--- config.mk ---
export PLATFORM = sky130hd
export DESIGN_NAME = tti_tx_unpacker
export DESIGN_NICKNAME = d
export VERILOG_FILES = /design/src/rtl/tti_tx_unpacker_pkg.sv /design/src/rtl/tti_tx_unpacker.sv
export SDC_FILE = /design/constraint.sdc
export NUM_CORES = 1
export LEC_CHECK = 0
export CORE_UTILIZATION = 47
export DETAILED_ROUTE_END_ITERATION = 8
export GPL_TIMING_DRIVEN = 0
export PLACE_DENSITY = 0.81
export SYNTH_ARGS = -nofsm -noshare
export SYNTH_HDL_FRONTEND = slang
export SYNTH_SLANG_ARGS = --single-unit
--- constraint.sdc ---
create_clock -name clk_i -period 2.4 [get_ports clk_i]
set_input_delay 0.24 -clock clk_i [delete_from_list [all_inputs] [get_ports clk_i]]
set_output_delay 0.24 -clock clk_i [all_outputs]
set_load 0.05 [all_outputs]
--- src/rtl/tti_tx_unpacker_pkg.sv ---
// Shared types for the TTI TX path: descriptor layout and unpacker FSM states.
package tti_tx_unpacker_pkg;

    localparam int unsigned TtiTxDescWidth = 32;
    localparam int unsigned TtiTxLenWidth  = 16;

    typedef struct packed {
        logic [TtiTxDescWidth-1:TtiTxLenWidth] reserved;
        logic [TtiTxLenWidth-1:0]              data_length;
    } tti_tx_desc_t;

    typedef enum logic [1:0] {
        IDLE,
        FETCH,
        SEND,
        DRAIN
    } tti_tx_unpack_state_e;

endpackage

--- src/rtl/tti_tx_unpacker.sv ---
// TTI TX unpacker: pops one descriptor per private read, then serialises the
// covered data words LSB-byte-first toward the target bus FSM. An early abort
// drains the remaining words so the two queues stay descriptor-aligned.
module tti_tx_unpacker
    import tti_tx_unpacker_pkg::*;
#(
    parameter int unsigned TxDescDataWidth = TtiTxDescWidth,
    parameter int unsigned TxDataWidth     = 32,
    parameter int unsigned LenWidth        = TtiTxLenWidth
) (
    input  logic                       clk_i,
    input  logic                       rst_ni,
    input  logic                       tx_desc_rvalid_i,
    output logic                       tx_desc_rready_o,
    input  logic [TxDescDataWidth-1:0] tx_desc_rdata_i,
    input  logic                       tx_rvalid_i,
    output logic                       tx_rready_o,
    input  logic [TxDataWidth-1:0]     tx_rdata_i,
    input  logic                       xfer_start_i,
    input  logic                       xfer_abort_i,
    output logic                       byte_valid_o,
    input  logic                       byte_ready_i,
    output logic [7:0]                 byte_o,
    output logic                       byte_last_o,
    output logic                       no_desc_o,
    output logic                       xfer_done_o,
    output logic                       xfer_aborted_o,
    output logic                       busy_o
);

    localparam int unsigned BytesPerWord = TxDataWidth / 8;
    localparam int unsigned IdxWidth     = (BytesPerWord > 1) ? $clog2(BytesPerWord) : 1;
    localparam logic [IdxWidth-1:0] LastIdx = IdxWidth'(BytesPerWord - 1);

    tti_tx_unpack_state_e r_state, w_state_nxt;

    logic [LenWidth-1:0]    r_len_left;
    logic [LenWidth-2:0]    r_words_left;
    logic [TxDataWidth-1:0] r_word;
    logic [IdxWidth-1:0]    r_byte_idx;
    logic                   r_no_desc;
    logic                   r_done;
    logic                   r_aborted;

    logic [LenWidth-1:0]    w_desc_len;
    logic [LenWidth:0]      w_len_round;
    logic [LenWidth-2:0]    w_desc_words;
    logic                   w_abort;
    logic                   w_byte_acc;
    logic                   w_last_byte;
    logic                   w_desc_pop;
    logic                   w_word_pop;
    logic                   w_set_no_desc;
    logic                   w_set_done;
    logic                   w_set_aborted;
    logic                   w_unused_rsvd;

    assign w_desc_len    = tx_desc_rdata_i[LenWidth-1:0];
    assign w_unused_rsvd = ^tx_desc_rdata_i[TxDescDataWidth-1:LenWidth];
    assign w_len_round   = {1'b0, w_desc_len} + (LenWidth+1)'(BytesPerWord - 1);
    assign w_desc_words  = (LenWidth-1)'(w_len_round / (LenWidth+1)'(BytesPerWord));

    // Abort only matters while a transfer is moving data; it outranks any handshake.
    assign w_abort     = xfer_abort_i && ((r_state == FETCH) || (r_state == SEND));
    assign w_byte_acc  = (r_state == SEND) && byte_ready_i && !w_abort;
    assign w_last_byte = (r_len_left == LenWidth'(1));

    // State register.
    always_ff @(posedge clk_i or negedge rst_ni) begin
        if (!rst_ni) r_state <= IDLE;
        else         r_state <= w_state_nxt;
    end

    // Next-state decode.
    always_comb begin
        w_state_nxt = r_state;
        unique case (r_state)
            IDLE:  if (xfer_start_i && tx_desc_rvalid_i && (w_desc_len != '0)) w_state_nxt = FETCH;
            FETCH: if (w_abort)          w_state_nxt = DRAIN;
                   else if (tx_rvalid_i) w_state_nxt = SEND;
            SEND:  if (w_abort)          w_state_nxt = DRAIN;
                   else if (w_byte_acc) begin
                       if (w_last_byte)                  w_state_nxt = IDLE;
                       else if (r_byte_idx == LastIdx)   w_state_nxt = FETCH;
                   end
            DRAIN: if (r_words_left == '0) w_state_nxt = IDLE;
            default: w_state_nxt = IDLE;
        endcase
    end

    // Queue pops and completion pulse requests for the current state.
    always_comb begin
        w_desc_pop    = 1'b0;
        w_word_pop    = 1'b0;
        w_set_no_desc = 1'b0;
        w_set_done    = 1'b0;
        w_set_aborted = 1'b0;
        unique case (r_state)
            IDLE: if (xfer_start_i) begin
                w_desc_pop    = tx_desc_rvalid_i;
                w_set_no_desc = !tx_desc_rvalid_i;
                w_set_done    = tx_desc_rvalid_i && (w_desc_len == '0);
            end
            FETCH: w_word_pop = tx_rvalid_i && !w_abort;
            DRAIN: begin
                w_word_pop    = tx_rvalid_i && (r_words_left != '0);
                w_set_done    = (r_words_left == '0);
                w_set_aborted = (r_words_left == '0);
            end
            default: ;
        endcase
        if ((r_state == SEND) && w_byte_acc && w_last_byte) w_set_done = 1'b1;
    end

    // Length/word counters, latched data word and registered status pulses.
    always_ff @(posedge clk_i or negedge rst_ni) begin
        if (!rst_ni) begin
            r_len_left   <= '0;
            r_words_left <= '0;
            r_word       <= '0;
            r_byte_idx   <= '0;
            r_no_desc    <= 1'b0;
            r_done       <= 1'b0;
            r_aborted    <= 1'b0;
        end else begin
            r_no_desc <= w_set_no_desc;
            r_done    <= w_set_done;
            r_aborted <= w_set_aborted;
            if (w_desc_pop) begin
                r_len_left   <= w_desc_len;
                r_words_left <= w_desc_words;
            end
            if (w_word_pop) r_words_left <= r_words_left - (LenWidth-1)'(1);
            if ((r_state == FETCH) && w_word_pop) begin
                r_word     <= tx_rdata_i;
                r_byte_idx <= '0;
            end
            if (w_byte_acc) begin
                r_len_left <= r_len_left - LenWidth'(1);
                r_byte_idx <= r_byte_idx + IdxWidth'(1);
            end
            if (w_abort) r_word <= '0;
        end
    end

    assign tx_desc_rready_o = w_desc_pop;
    assign tx_rready_o      = w_word_pop;
    assign byte_valid_o     = (r_state == SEND);
    assign byte_o           = r_word[8*r_byte_idx +: 8];
    assign byte_last_o      = (r_state == SEND) && w_last_byte;
    assign no_desc_o        = r_no_desc;
    assign xfer_done_o      = r_done;
    assign xfer_aborted_o   = r_aborted;
    assign busy_o           = (r_state != IDLE);

endmodule

## Word level (Yosys, flattened, before mapping)

Cells that the tools add are included.

| word-level totals | value |
|---|---|
| register bits after elaboration | 70 |
| output and inout bits | 16 |
| bits of input ports | 71 |

| operators by class | value |
|---|---|
| shifts and indexed selects | 1 |
| reductions and logical operators | 26 |
| $add $sub $neg | 4 |
| muxes and demuxes | 26 |
| eq/ne operators | 10 |

Operator list:

| cell | number |
|---|---|
| two-way mux 32 bit | 2 |
| two-way mux 16 bit | 2 |
| indexed part select 32 x 6 -> 8 bit | 1 |
| two-way mux 15 bit | 2 |
| two-way mux 2 bit | 10 |
| adder 16 x 2 -> 17 bit, second input constant | 1 |
| == test 16 x 1 -> 1 bit, second input constant | 1 |
| logical NOT 16 bit | 1 |
| nonzero test 16 bit | 1 |
| subtractor 16 x 1 -> 16 bit, second input constant | 1 |
| logical NOT 15 bit | 1 |
| nonzero test 15 bit | 1 |
| subtractor 15 x 1 -> 15 bit, second input constant | 1 |
| logical AND 1 bit | 12 |
| nonzero test 2 bit | 5 |
| case mux 2 bit (4 select lines) | 1 |
| two-way mux 1 bit | 7 |
| == test 2 bit, second input constant | 3 |
| AND reduction 5 bit | 1 |
| inequality test 2 bit, second input constant | 2 |
| inequality test 4 x 1 -> 1 bit, second input constant | 1 |
| case mux 1 bit (2 select lines) | 2 |
| inequality test 3 x 1 -> 1 bit, second input constant | 1 |
| inequality test 3 bit, second input constant | 1 |
| other kinds (5) | 6 |

## Logic depth before layout (Yosys ltp)

Gate-level depths: netlist of run 1.

| depth | value |
|---|---|
| depth after elaboration | 9 |
| gate-level depth with buffers | 10 |

## Worst setup path after synthesis of run 1

No wires, ideal clock.

| path | value |
|---|---|
| path kind | register -> register |
| start point | reg r_state[0] |
| end point | reg r_words_left[12] |
| period minus slack after synthesis | 2.260 ns |
| buffers on the path | 2 |
| arrival | 2.142 ns |
| data required time | 2.281 ns |
| slack | 0.140 ns |
| cell stages (with the launch flop) | 11 |
| setup time | 0.119 ns |
| cell sequence | dfrtp_1 -> inv_1 -> ha_1 -> and2_1 -> buf_2 -> or3_4 -> o21a_4 -> inv_2 -> buf_6 -> a21boi_0 -> o21a_1 |

| on the way | value |
|---|---|
| word-level cells in the longest chain between the ends | 7 |
| elaborated cells between the ends (all ways) | 12 |
| those cells by class | 3 x eq/ne; 3 x mux; 6 x reduce/logical |

Ends and longest elaborated chain:

| item | RTL line | RTL |
|---|---|---|
| from (decl) | tti_tx_unpacker.sv:35 | `tti_tx_unpack_state_e r_state, w_state_nxt;` |
| from (signal assigned) | tti_tx_unpacker.sv:71 | `else r_state <= w_state_nxt;` |
| == test 2 x 1 -> 1 bit or == test 2 bit (tied branches) | tti_tx_unpacker.sv:64, tti_tx_unpacker.sv:98 |  |
| logical OR 1 bit | tti_tx_unpacker.sv:64 | `assign w_abort = xfer_abort_i && ((r_state == FETCH) \|\| (r_state == SEND));` |
| logical AND 1 bit | tti_tx_unpacker.sv:64 |  |
| logical NOT 1 bit | tti_tx_unpacker.sv:104 | `FETCH: w_word_pop = tx_rvalid_i && !w_abort;` |
| logical AND 1 bit | tti_tx_unpacker.sv:104 |  |
| case mux 1 bit (2 select lines) * | tti_tx_unpacker.sv:98 | `unique case (r_state)` |
| named net tx_rready_o | tti_tx_unpacker.sv:17 | `output logic tx_rready_o,` |
| two-way mux 15 bit or nonzero test 2 bit (tied branches) | - |  |
| to (signal assigned) | tti_tx_unpacker.sv:131 | `r_words_left <= w_desc_words;` |
| to (signal assigned) | tti_tx_unpacker.sv:133 | `if (w_word_pop) r_words_left <= r_words_left - (LenWidth-1)'(1);` |
| to (decl) | tti_tx_unpacker.sv:38 | `logic [LenWidth-2:0] r_words_left;` |

The timed path passes the listed nets; every way through them passes the cells marked *.
A chain may end at the register's enable or synchronous reset.

## Worst setup path in the final report of run 1

| path | value |
|---|---|
| start point | reg r_state[0] |
| end point | out tx_rready_o |

| on the way | value |
|---|---|
| word-level cells in the longest chain between the ends | 6 |
| elaborated cells between the ends (all ways) | 8 |
| those cells by class | 3 x eq/ne; 1 x mux; 4 x reduce/logical |

Ends and longest elaborated chain:

| item | RTL line |
|---|---|
| == test 2 x 1 -> 1 bit or == test 2 bit (tied branches) | tti_tx_unpacker.sv:64, tti_tx_unpacker.sv:98 |
| logical OR 1 bit | tti_tx_unpacker.sv:64 |
| logical AND 1 bit | tti_tx_unpacker.sv:64 |
| logical NOT 1 bit | tti_tx_unpacker.sv:104 |
| logical AND 1 bit | tti_tx_unpacker.sv:104 |
| case mux 1 bit (2 select lines) * | tti_tx_unpacker.sv:98 |
| to (decl) | tti_tx_unpacker.sv:17 |

Every way passes the cells marked *; elsewhere a longest branch is shown, timed or not.

==> flow_summary.ini, run 1 <==
[run_status]
status = finished, violations left
violations = negative hold slack

[cts]
cts_buffers = 9
htree_levels = 3
cts_root_buf = clkbuf_8
clk_pin_slew_ns = 0.08
ctsLongestPathBuffers = 2
cts_tree = done
clock-sinks = 70
clk_latency_ns = 0.36

[logic_synthesis]
synthDistinctLibCells = 66
syn_avg_cell_area_um2 = 9.00
synth_flop_cell = dfrtp_1
synth-seq-cells = 70
synth_area_mm2 = 0.00415
synth_edf_count = 0
syn_nets = 540
async_flop_share = 1.00
synth.yosys.seq_area_share = 0.422
yosysWarnings = 0
synthCells = 461

[placement]
place_ws_ns = -0.717
gp_congestion = 0.881
dp.cells = 634
placed_area_mm2 = 0.00496
dp_hpwl_mm = 8.22
io_buffers = 68

[layout]
syn_to_final_growth_pct = 26.1
drive_gt1_frac = 0.129
nets = 625
fin_util = 0.625
final_area_mm2 = 0.00524
layout.cells.non_filler = 656
num_antenna_cells = 0

[sta]
rsz0062_at_grt = yes
max_freq_mhz = 425
final-setup-viol-count = 0
layout_setup_ws_ns = 0.0464
min_period_ns = 2.35
slew_viol_final = 0
hold_viol = 2
fin_crit_sh = 0.981
whs_ns = -0.00414
slew_headroom = 0.406
skew_ns = 0.0121
tightest_slew_ns = 0.891

[route]
vias = 3981
ant_nets = 0
routed_wl_mm = 11.4
wl_per_cell_um = 17.4
dr.pass1.iters = 6
top_layer = met4
wl_met3_um = 772
via_per_inst = 6.07
drc_errors = 0
m1WireLength_mm = 4.96
route.met2.wl_mm = 5.36
drt_iter0_drc = 220

[setup_path]
slowest_delay_ns = 0.44
critical_path.startpoint = r_state[0]
cp.required_ns = 2.16
path_buf_inv = 4
crit_type = flip-flop to output pin
reg2regPathDepth = 8
cp_common_cell = buf_8
crit_path_end = tx_rready_o
end_kind = output pin
cp-start-kind = flip-flop
r2r_slack_ns = 0.16
cp_slowest_cell = or3_4
path_max_fanout = 10
r2r-start = r_words_left[0]
cp_cell_sequence = buf_4, ha_1, or3_4, o21a_4, inv_8, buf_8, buf_8
path_delay_family = buffers and inverters
rr_endpoint = xfer_done_o
cp.arrival_ns = 2.11
critical_path_depth = 7

[hold_path]
hold_class = input pin to async pin

[floorplanning]
initial_utilization = 0.495
core_mm2 = 0.00838
die_area_mm2 = 0.00921
ios = 87
die_x_um = 96.0
die_h_um = 96.0
num_rows = 33

[global_route]
grt_max_degree = 71
overflow = 0
antenna_found_initial = 0
grt_pass1_wl_mm = 18.2
grt_pass1_vias = 3702
grt_use_total = 0.263

[pwr]
leakagePower_nw = 2.16
vdd_drop_max_uv = 659
power_density_mw_per_mm2 = 1170

[flow_run]
drv_cap = 0
[cell usage after synthesis (2+ instances only)]
cell,n,area [µm²]
dfrtp_1,70,1750
o32a_2,2,22.5
xor2_1,6,52.6
a21boi_0,2,15.0
a211o_1,4,35.0
nor4_4,3,63.8
nand4_1,5,31.3
a21o_1,4,30.0
o31ai_1,2,15.0
nand3_1,11,55.1
o21ai_0,10,50.1
nand2_1,88,330
a311oi_1,4,35.0
o311ai_0,2,17.5
inv_1,14,52.6
or3_1,2,12.5
xnor2_1,7,61.3
clkbuf_1,12,45.0
nor3_1,19,95.1
buf_2,4,20.0
nand2b_1,3,18.8
and2_1,3,18.8
or3_4,2,22.5
nor4_1,14,87.6
a221oi_1,2,17.5
ha_1,8,100
a221o_1,5,50.1
mux4_2,8,180
buf_4,2,15.0
nor2_1,43,161
nor3b_1,2,15.0
a21oi_1,48,240
and3_1,5,31.3
a211oi_1,5,37.5
o22ai_1,3,18.8
nand4b_1,2,17.5
inv_2,2,7.51
a22oi_1,2,15.0
o21a_1,2,15.0
o32ai_1,3,26.3
[final cells by class]
| class | instances | area, µm² |
|---|---|---|
| inverter | 16 | 67.6 |
| sequential | 70 | 1750 |
| timing repair buffer | 75 | 724 |
| multi-input combinational | 355 | 2270 |
| buffer | 19 | 97.6 |
| clock inverter | 7 | 72.6 |
| fill | 691 | 3150 |
| clock buffer | 9 | 124 |
| tap | 105 | 131 |
[worst reg2reg max path, cell delays in order (launching register included)]
cell and delay [ns]:
dfrtp_1 0.43, inv_1 0.07, ha_1 0.17, nor3b_4 0.27, buf_4 0.16, nand4b_1 0.15
or3_4 0.39, o32a_2 0.36, o22ai_2 0.17
[metrics by stage]
stage | total power (W) | TNS [ns]
2_1_floorplan | 0.00415 | 0
3_3_place_gp | 0.00492 | -87.92
3_5_place_dp | 0.00504 | -1.80
4_1_cts | 0.00606 | -0.0880
5_1_grt | 0.00649 | -0.0284
6_report | 0.00610 | 0
[worst min path at each step]
stage                          from               to  slack (ns)  depth (start not counted)
after floorplan              rst_ni        no_desc_o       -0.06                          0
after global placement    r_word[9]        r_word[9]        0.51                          2
after detailed placement     rst_ni  r_words_left[1]        0.42                          1
after CTS                    rst_ni  r_words_left[1]        0.03                          1
after global routing         rst_ni  r_words_left[0]        0.08                          1
final                        rst_ni  r_words_left[1]      -0.004                          1
[routing by layer]
metal,up-vias,global-route usage
met3,29,0.0387
met1,1932,0.365
met2,168,0.403
met4,0,0.124
met5,-,0
li1,1852,-
[power breakdown]
group	total (W)	switching, W	internal (W)	leakage [nW]
sequential	0.00218	0.000503	0.00167	0.874
combinational	0.00296	0.00175	0.00121	1.20
clock	0.000966	0.000486	0.000481	0.0956
[cells in the final DEF (no fill, tap or decap), types with 4 or more instances in the layout]
master            n
o21ai_0          10
a211o_1           4
xnor2_1           7
and3_1            5
nor2_1           43
nor4_1           14
a21oi_1          48
xor2_1            6
dlygate4sd2_1     8
a221o_1           5
buf_4            10
a211oi_1          5
a21o_1            4
clkdlybuf4s50_1  56
a311oi_1          4
nor3_1           19
ha_1              6
nand4_1           5
dfrtp_1          70
clkbuf_1          9
clkbuf_8          9
inv_1            12
nand3_1          10
mux4_2            8
nand2_1          88
[cells by family (layout without fill, tap and decap cells)]
kind of cell    after synthesis  count (layout)  share of synthesized area
mux                          10              10                     0.0485
fa+ha+maj                     8               8                     0.0241
simple gates                210             210                      0.252
compound gates              114             114                      0.188
flops                        70              70                      0.422
xor+xnor                     13              13                     0.0274
buf+inv                      36             126                     0.0374
[flip-flops by register name, summed over array words and instances (netlist names)]
name	cells
r_word	32
r_len_left	16
r_words_left	15
r_byte_idx	2
r_state	2
no_desc_o	1
xfer_aborted_o	1
xfer_done_o	1
[timing repair]
action	4_1_cts	5_1_grt
setup buffers	3	4
gates cloned	0	0
hold buffers	0	0
endpoints found under the setup margin	14	24
pin swaps	2	0
gates resized for setup	33	8
Note: power is estimated with default switching activity, not from simulation.
==> inputs of run 2 (changes only) <==
--- a/config.mk
+++ b/config.mk
@@ -5,10 +5,12 @@
 export SDC_FILE = /design/constraint.sdc
 export NUM_CORES = 1
 export LEC_CHECK = 0
-export CORE_UTILIZATION = 47
+export CORE_UTILIZATION = 50
+export CTS_CLUSTER_SIZE = 28
 export DETAILED_ROUTE_END_ITERATION = 8
+export DONT_BUFFER_PORTS = 1
 export GPL_TIMING_DRIVEN = 0
-export PLACE_DENSITY = 0.81
+export PLACE_DENSITY = 0.72
 export SYNTH_ARGS = -nofsm -noshare
 export SYNTH_HDL_FRONTEND = slang
 export SYNTH_SLANG_ARGS = --single-unit
==> flow_summary.ini, run 2 (synthesized netlist as in run 1, its figures left out) <==
[route]
via_per_inst = 6.27
ant_nets = 0
routed_wl_mm = 11.1
drt_iter0_drc = 271
drc_errors = 0
wl_per_cell_um = 18.6
vias = 3742
dr.pass1.iters = 6

[cts]
clk_latency_ns = 0.36
clk_pin_slew_ns = 0.08
cts_root_buf = clkbuf_8
cts_buffers = 9
ctsLongestPathBuffers = 2
clock-sinks = 70
htree_levels = 3
cts_tree = done

[layout]
mostFrequentLayoutCells = nand2_1 (88), dfrtp_1 (70), a21oi_1 (48)
largest_reg_flops = 32
layout_commonest_cell = nand2_1
drive_gt1_frac = 0.143
top_register = r_word
num_antenna_cells = 0
syn_to_final_growth_pct = 14.7
reg_top3 = r_word: 32 flops, r_len_left: 16 flops, r_words_left: 15 flops
nets = 569

[global_route]
grt_use_total = 0.265
antenna_found_initial = 0
grt_pass1_vias = 3472
overflow = 0
grt_max_degree = 71
grt_pass1_wl_mm = 17.7

[pwr]
clkPwrFrac = 0.167
switching_share = 0.445
leakagePower_nw = 1.94
p_seq_frac = 0.361
intPower_w = 0.00335
p_total_w = 0.00603
power_density_mw_per_mm2 = 1270
pwr-share-comb = 0.471
p_sw_w = 0.00269
vdd_drop_max_uv = 527

[sta]
skew_ns = 0.0118
max_freq_mhz = 428
whs_ns = 0.00336
tightest_slew_ns = 0.602
slew_viol_final = 0
hold_viol = 0
min_period_ns = 2.34
final-setup-viol-count = 0
slew_headroom = 0.599
fin_crit_sh = 0.975

[setup_path]
crit_path_end = tx_rready_o
cp_cell_sequence = inv_2, ha_4, and2_2, or3_4, o21a_4, inv_8, buf_12
cp.required_ns = 2.16
r2r-start = r_state[1]
slowest_delay_ns = 0.39
path_max_fanout = 11
cp_slowest_cell = dfrtp_1
end_kind = output pin
reg2regPathDepth = 7
cp-start-kind = flip-flop
rr_endpoint = r_len_left[5]
cp.arrival_ns = 2.10
r2r_slack_ns = 0.11
critical_path.startpoint = r_state[0]
crit_type = flip-flop to output pin

[hold_path]
hold_class = input pin to flip-flop

[placement]
dp_hpwl_mm = 7.70
io_buffers = 0
gp_congestion = 0.907

[floorplanning]
num_rows = 32
ios = 87
die_area_mm2 = 0.00867
core_mm2 = 0.00789
die_x_um = 93.1
initial_utilization = 0.526
die_h_um = 93.1

[run_status]
status = finished, final reports clean

[flow_run]
drv_cap = 0
-- run 2: final cells by class --
class                           instances  area [µm²]
Buffer                                 19         101
Clock buffer                           12         155
Clock inverter                          4        53.8
Fill cell                             660        3130
Inverter                               16        70.1
Multi-Input combinational cell        355        2290
Sequential cell                        70        1750
Tap cell                              102         128
Timing Repair Buffer                   19         208
-- run 2: critical path, delay by kind of cell (launching register included) --
kind,cells,cell delay [ns]
adders and majority gates,1,0.21
buffers and inverters,3,0.36
DFF,1,0.39
and+or+nand+nor,2,0.60
AOI/OAI and AO/OA,1,0.17
-- run 2: worst min-delay path by stage --
stage	start	endpoint	slack, ns	cells after the start
floorplan	rst_ni	no_desc_o	-0.06	0
global placement	rst_ni	r_words_left[8]	-0.05	0
detailed placement	rst_ni	r_words_left[8]	-0.05	0
CTS	tx_rdata_i[3]	r_word[3]	0.0002	2
global route	tx_rdata_i[19]	r_word[19]	0.0008	2
finish	tx_rdata_i[30]	r_word[30]	0.003	2
-- run 2: per-layer routing --
| metal | track usage | routed length, µm | up-vias |
|---|---|---|---|
| li1 | - | - | 1738 |
| met1 | 0.367 | 4800 | 1824 |
| met2 | 0.404 | 5160 | 147 |
| met3 | 0.0553 | 821 | 33 |
| met4 | 0.113 | 295 | 0 |
| met5 | 0 | 0 | - |
-- run 2: what timing repair did --
item | in CTS | in global routing
hold buffers | 8 | 1
pin swaps | 0 | 1
setup endpoints to repair | 21 | 37
setup buffers | 1 | 8
hold endpoints to repair | 76 | 1
resized for setup | 7 | 16
gates cloned | 1 | 0
-- run 2: per-stage QoR --
stage          worst slack, ns  TNS [ns]   util  cells  cell area (µm²)
2_1_floorplan            0.140         0      -    461             4150
3_3_place_gp            -0.119    -0.716  0.542    563             4280
3_5_place_dp            -0.161     -1.24  0.542    563             4280
4_1_cts                 -0.134    -0.719  0.589    589             4640
5_1_grt                -0.0395   -0.0427  0.603    597             4760
6_report                0.0611         0  0.603    597             4760
-- run 2: power groups by stage --
stage / clock (W) / combinational [W] / sequential, W
after global routing: 0.00107 / 0.00312 / 0.00224
after detailed placement: 0 / 0.00251 / 0.00218
after global placement: 0 / 0.00245 / 0.00217
after floorplan: 0 / 0.00210 / 0.00205
after CTS: 0.00101 / 0.00267 / 0.00216
final: 0.00101 / 0.00284 / 0.00218
==> inputs of run 3 (changes only) <==
--- a/config.mk
+++ b/config.mk
@@ -5,12 +5,12 @@
 export SDC_FILE = /design/constraint.sdc
 export NUM_CORES = 1
 export LEC_CHECK = 0
-export CORE_UTILIZATION = 50
+export CORE_UTILIZATION = 55
 export CTS_CLUSTER_SIZE = 28
 export DETAILED_ROUTE_END_ITERATION = 8
 export DONT_BUFFER_PORTS = 1
 export GPL_TIMING_DRIVEN = 0
-export PLACE_DENSITY = 0.72
+export PLACE_DENSITY = 0.77
 export SYNTH_ARGS = -nofsm -noshare
 export SYNTH_HDL_FRONTEND = slang
 export SYNTH_SLANG_ARGS = --single-unit
==> flow_summary.ini, run 3 (synthesized netlist as in run 1, its figures left out) <==
[placement]
io_buffers = 0
dp.cells = 560
gp_congestion = 0.906
place_ws_ns = -0.178
dp_hpwl_mm = 7.63

[floorplanning]
core_mm2 = 0.00729
ios = 87
num_rows = 31
die_x_um = 88.9
initial_utilization = 0.569
die_h_um = 88.9
die_area_mm2 = 0.00790

[setup_path]
cp.arrival_ns = 2.59
path_delay_family = buffers and inverters
cp-start-kind = flip-flop
path_max_fanout = 10
rr_endpoint = r_len_left[12]
end_kind = flip-flop
cp_slowest_cell = clkbuf_1
crit_type = flip-flop to flip-flop
reg2regPathDepth = 7
cp.required_ns = 2.64
cp_common_cell = and2_1
r2r-start = r_state[1]
r2r_slack_ns = 0.05
slowest_delay_ns = 0.41
cp_cell_sequence = buf_4, ha_2, and2_1, and2_1, clkbuf_1, a2bb2oi_1, o221a_2
path_buf_inv = 2

[global_route]
overflow = 0
grt_max_degree = 71
grt_pass1_vias = 3419
grt_pass1_wl_mm = 17.5
antenna_found_initial = 0
grt_use_total = 0.302

[sta]
layout_setup_ws_ns = 0.0534
final-setup-viol-count = 0
skew_ns = 0.0120
slew_viol_final = 0
fin_crit_sh = 0.978
rsz0062_at_grt = no
min_period_ns = 2.35
tightest_slew_ns = 0.612
hold_viol = 0
slew_headroom = 0.592
max_freq_mhz = 426

[run_status]
status = finished, final reports clean

[pwr]
vdd_drop_max_uv = 544
leakagePower_nw = 1.97
p_total_w = 0.00604
power_density_mw_per_mm2 = 1260

[hold_path]
whs_path_depth = 2
hold_class = input pin to flip-flop
min_from = tx_rdata_i[6]
whs_endpoint = r_word[6]

[cts]
clock-sinks = 70
cts_root_buf = clkbuf_8
ctsLongestPathBuffers = 2
cts_tree = done
clk_latency_ns = 0.36
cts_buffers = 9
htree_levels = 3
clk_pin_slew_ns = 0.08

[route]
ant_nets = 0
via_per_inst = 6.34
drt_iter0_drc = 318
vias = 3818
drc_errors = 0
dr.pass1.iters = 5
wl_per_cell_um = 19.2
routed_wl_mm = 11.6

[layout]
drive_gt1_frac = 0.145
syn_to_final_growth_pct = 15.9
largest_reg_flops = 32
mostFrequentLayoutCells = nand2_1 (88), dfrtp_1 (70), a21oi_1 (48)
reg_top3 = r_word: 32 flops, r_len_left: 16 flops, r_words_left: 15 flops
fillerInstances = 598
layout_commonest_cell = nand2_1
top_register = r_word
num_antenna_cells = 0
fin_util = 0.660
layout.cells.non_filler = 602
nets = 577

[flow_run]
drv_cap = 0
-- run 3: changes by cell type in the layout (fill, tap and decap cells not counted), sizes merged --
cell         previous run  this run
clkinv                  0         1
clkinvlp                2         3
clkbuf                 24        22
dlygate4sd3             8        16
-- run 3: area by class of cell --
type	instances	area (µm²)	share of cell area
Tap cell	99	124	0.0257
Sequential cell	70	1750	0.364
Clock buffer	10	128	0.0265
Multi-Input combinational cell	355	2270	0.471
Buffer	20	118	0.0244
Timing Repair Buffer	26	280	0.0582
Clock inverter	6	70.1	0.0146
Inverter	16	72.6	0.0151
-- run 3: power by group --
group	internal, W	total, W	switching [W]
sequential	0.00167	0.00219	0.000514
combinational	0.00114	0.00288	0.00174
clock	0.000485	0.000970	0.000484
total	0.00330	0.00604	0.00274
-- run 3: routing by layer --
metal	GRT usage	vias up	routed length (µm)
li1	-	1761	-
met1	0.405	1851	4940
met2	0.468	173	5470
met3	0.0690	33	854
met4	0.136	0	318
met5	0	-	0
-- run 3: repair_timing --
item,in CTS,in global routing
pin swaps,2,1
setup buffers,2,6
cloned,1,0
endpoints found under the setup margin,26,46
gates resized for setup,13,16
hold buffers,17,0
endpoints found under the hold margin,84,0
-- run 3: per-stage QoR --
step                instance area, µm²  hold WS [ns]  setup TNS (ns)
floorplan                         4150       -0.0556               0
global placement                  4270       -0.0536          -0.918
detailed placement                4270       -0.0534           -1.73
CTS                               4750      0.000424               0
global route                      4810       0.00496               0
finish                            4810       0.00833               0
-- run 3: worst max path at each step --
stage                     from          endpoint  cells after the start
floorplan           r_state[0]  r_words_left[12]                     10
global placement    r_state[0]     r_len_left[5]                      8
detailed placement  r_state[0]     r_len_left[5]                      8
CTS                 r_state[1]       tx_rready_o                      8
global route        r_state[1]    r_len_left[12]                      7
finish              r_state[1]    r_len_left[12]                      7
==> RTL change (flow settings as in run 1) <==
Encoding of `tti_tx_unpack_state_e`: now one-hot (4 bits for 4 states).
--- a/src/rtl/tti_tx_unpacker_pkg.sv
+++ b/src/rtl/tti_tx_unpacker_pkg.sv
@@ -10,9 +10,9 @@
     } tti_tx_desc_t;
 
-    typedef enum logic [1:0] {
-        IDLE,
-        FETCH,
-        SEND,
-        DRAIN
+    typedef enum logic [3:0] {
+        IDLE  = 4'b0001,
+        FETCH = 4'b0010,
+        SEND  = 4'b0100,
+        DRAIN = 4'b1000
     } tti_tx_unpack_state_e;
 
Formal check against the unedited RTL: no difference found for any inputs over 4 cycles, from zero or initial values and one cycle with rst_ni low; so few cycles prove little.
==> RTL change against run 1 <==
The run ends with negative setup slack left; area after synthesis increased by 0.15%; cell count increased by 2.0%; final area increased by 5.4%; core utilization increased by 3.4 points; die area increased by 0.15%; total power decreased by 15%; sequential cell count increased by 2; combinational power decreased by 31%; worst hold slack improved by 0.010 ns; wire length increased by 9.6%; worst setup slack got worse by 0.24 ns; clock power increased by 14%; critical path depth unchanged; critical endpoint is now tx_desc_rready_o.
==> RTL change: results <==
export IMPL_violated_checks="negative setup slack"
export IMPL_place_gp_congestion=0.861
export IMPL_critPathMaxFanout=10
export IMPL_layout_nets=634
export IMPL_flops_and_latches=72
export IMPL_dr_wl_met2_um=6330
export IMPL_final_layout_clock_buffer_total=10
export IMPL_netSwitchingFraction_pct=38.7
export IMPL_met3_usage_pct=3.79
export IMPL_clockPowerShare_pct=21.1
export IMPL_total_of_endpoints_with_negative_setup_slack_in_the_final_report=9
export IMPL_signal_buffer_area_fraction_pct=19.3
export IMPL_global_route_usage_total_pct=26.5
export IMPL_multi_input_area_share_pct=40.5
export IMPL_synth_common_cells="sky130_fd_sc_hd__nand2_1 (92), sky130_fd_sc_hd__dfrtp_1 (71), sky130_fd_sc_hd__o21ai_0 (44)"
export IMPL_worst_ep_arrival_time_ns=2.35
export IMPL_dr_first_iter_drc_count=349
export IMPL_grt_first_pass_wirelength_um=18300
export IMPL_multiInputCombCellCount=341
export IMPL_reported_leakage_power_uw=0.00227
export IMPL_synth_yosys_seq_area_share_pct=43.4
export IMPL_timing_slew_headroom_pct=38.8
export IMPL_nNonClkInverters=14
export IMPL_worstReg2RegEnd="r_words_left[13]"
export IMPL_r2r_start="r_state[0]"
export IMPL_count_of_cells_along_the_worst_register_to_register_path=7
export IMPL_grt_max_degree=73
export IMPL_insertedDiodeCount=0
export IMPL_synthCells=454
export IMPL_num_nonclk_buffers=121
export IMPL_final_seq_area_sq_um=1800
export IMPL_place_hpwl_um=8160
export IMPL_synth_nets=529
export IMPL_wire_per_inst_um=18.7
export IMPL_placed_area_sq_um=4990
export IMPL_met3WireLength_um=769
export IMPL_met2_usage_pct=42.3
export IMPL_worst_slack_ns=-0.189
export IMPL_outcome="complete, but fails checks"
export IMPL_placement_io_buffers=69
export IMPL_fin_worst_skew_ns=0.0101
export IMPL_gr_usage_met1_pct=36.0
export IMPL_yosys_top_cells_area="sky130_fd_sc_hd__dfrtp_1 (43%), sky130_fd_sc_hd__nand2_1 (8.3%), sky130_fd_sc_hd__o21ai_0 (5.3%)"
export IMPL_endpoint="tx_desc_rready_o"
export IMPL_grt_pass1_vias=3776
export IMPL_vdd_drop_max_v=0.000407
export IMPL_drtPass1Iterations=5
export IMPL_avgViaCountPerCell=6.10
export IMPL_route_layer_met1_wl_um=5190
export IMPL_reg2reg_setup_slack_ns=-0.04
==> RTL change: cell count changes after synthesis, sizes merged, moves of 4 or more <==
cell	delta
a21oi	-39
a221o	-4
and3	-4
buf	+9
ha	-4
nand2	+5
nand3	+4
nor2	-14
o211ai	+6
o21ai	+33
o221a	+5
or4	+5
==> RTL change: repair_timing <==
action	CTS	global route
buffers inserted	10	17
endpoints found under the setup margin	65	54
pin swaps	5	7
resized for setup	44	26
==> RTL change: cells by family after synthesis <==
group / after synthesis / share of synthesized area [%]
AND/OR/NAND/NOR: 205 / 25.0
AO/OA/AOI/OAI: 106 / 17.6
flip-flops: 72 / 43.4
buffers and inverters: 41 / 4.49
XOR/XNOR: 13 / 2.74
multiplexers: 13 / 5.66
adder cells (fa/ha/maj): 4 / 1.20
==> RTL change: critical path, cell delays in order, from the launching register on <==
cell and delay, ns:
sky130_fd_sc_hd__dfstp_2 0.62, sky130_fd_sc_hd__or4b_4 0.51, sky130_fd_sc_hd__buf_6 0.15, sky130_fd_sc_hd__or2_4 0.26
sky130_fd_sc_hd__clkinv_4 0.07, sky130_fd_sc_hd__buf_8 0.09, sky130_fd_sc_hd__buf_8 0.13, sky130_fd_sc_hd__buf_8 0.15
==> RTL change: through the flow <==
| stage | setup TNS, ns | setup slack (ns) | utilization, % | hold WS, ns | total power, uW |
|---|---|---|---|---|---|
| after global routing | -1.37 | -0.214 | 65.8 | 0.0800 | 5450 |
| after global placement | -109.67 | -1.34 | 59.6 | 0.480 | 3690 |
| after CTS | -0.354 | -0.220 | 63.3 | 0.0532 | 4930 |
| after detailed placement | -19.65 | -0.837 | 59.5 | 0.431 | 3780 |
| final | -0.556 | -0.189 | 65.8 | 0.00610 | 5200 |
| after floorplan | 0 | 0.0296 | - | -0.0556 | 3200 |
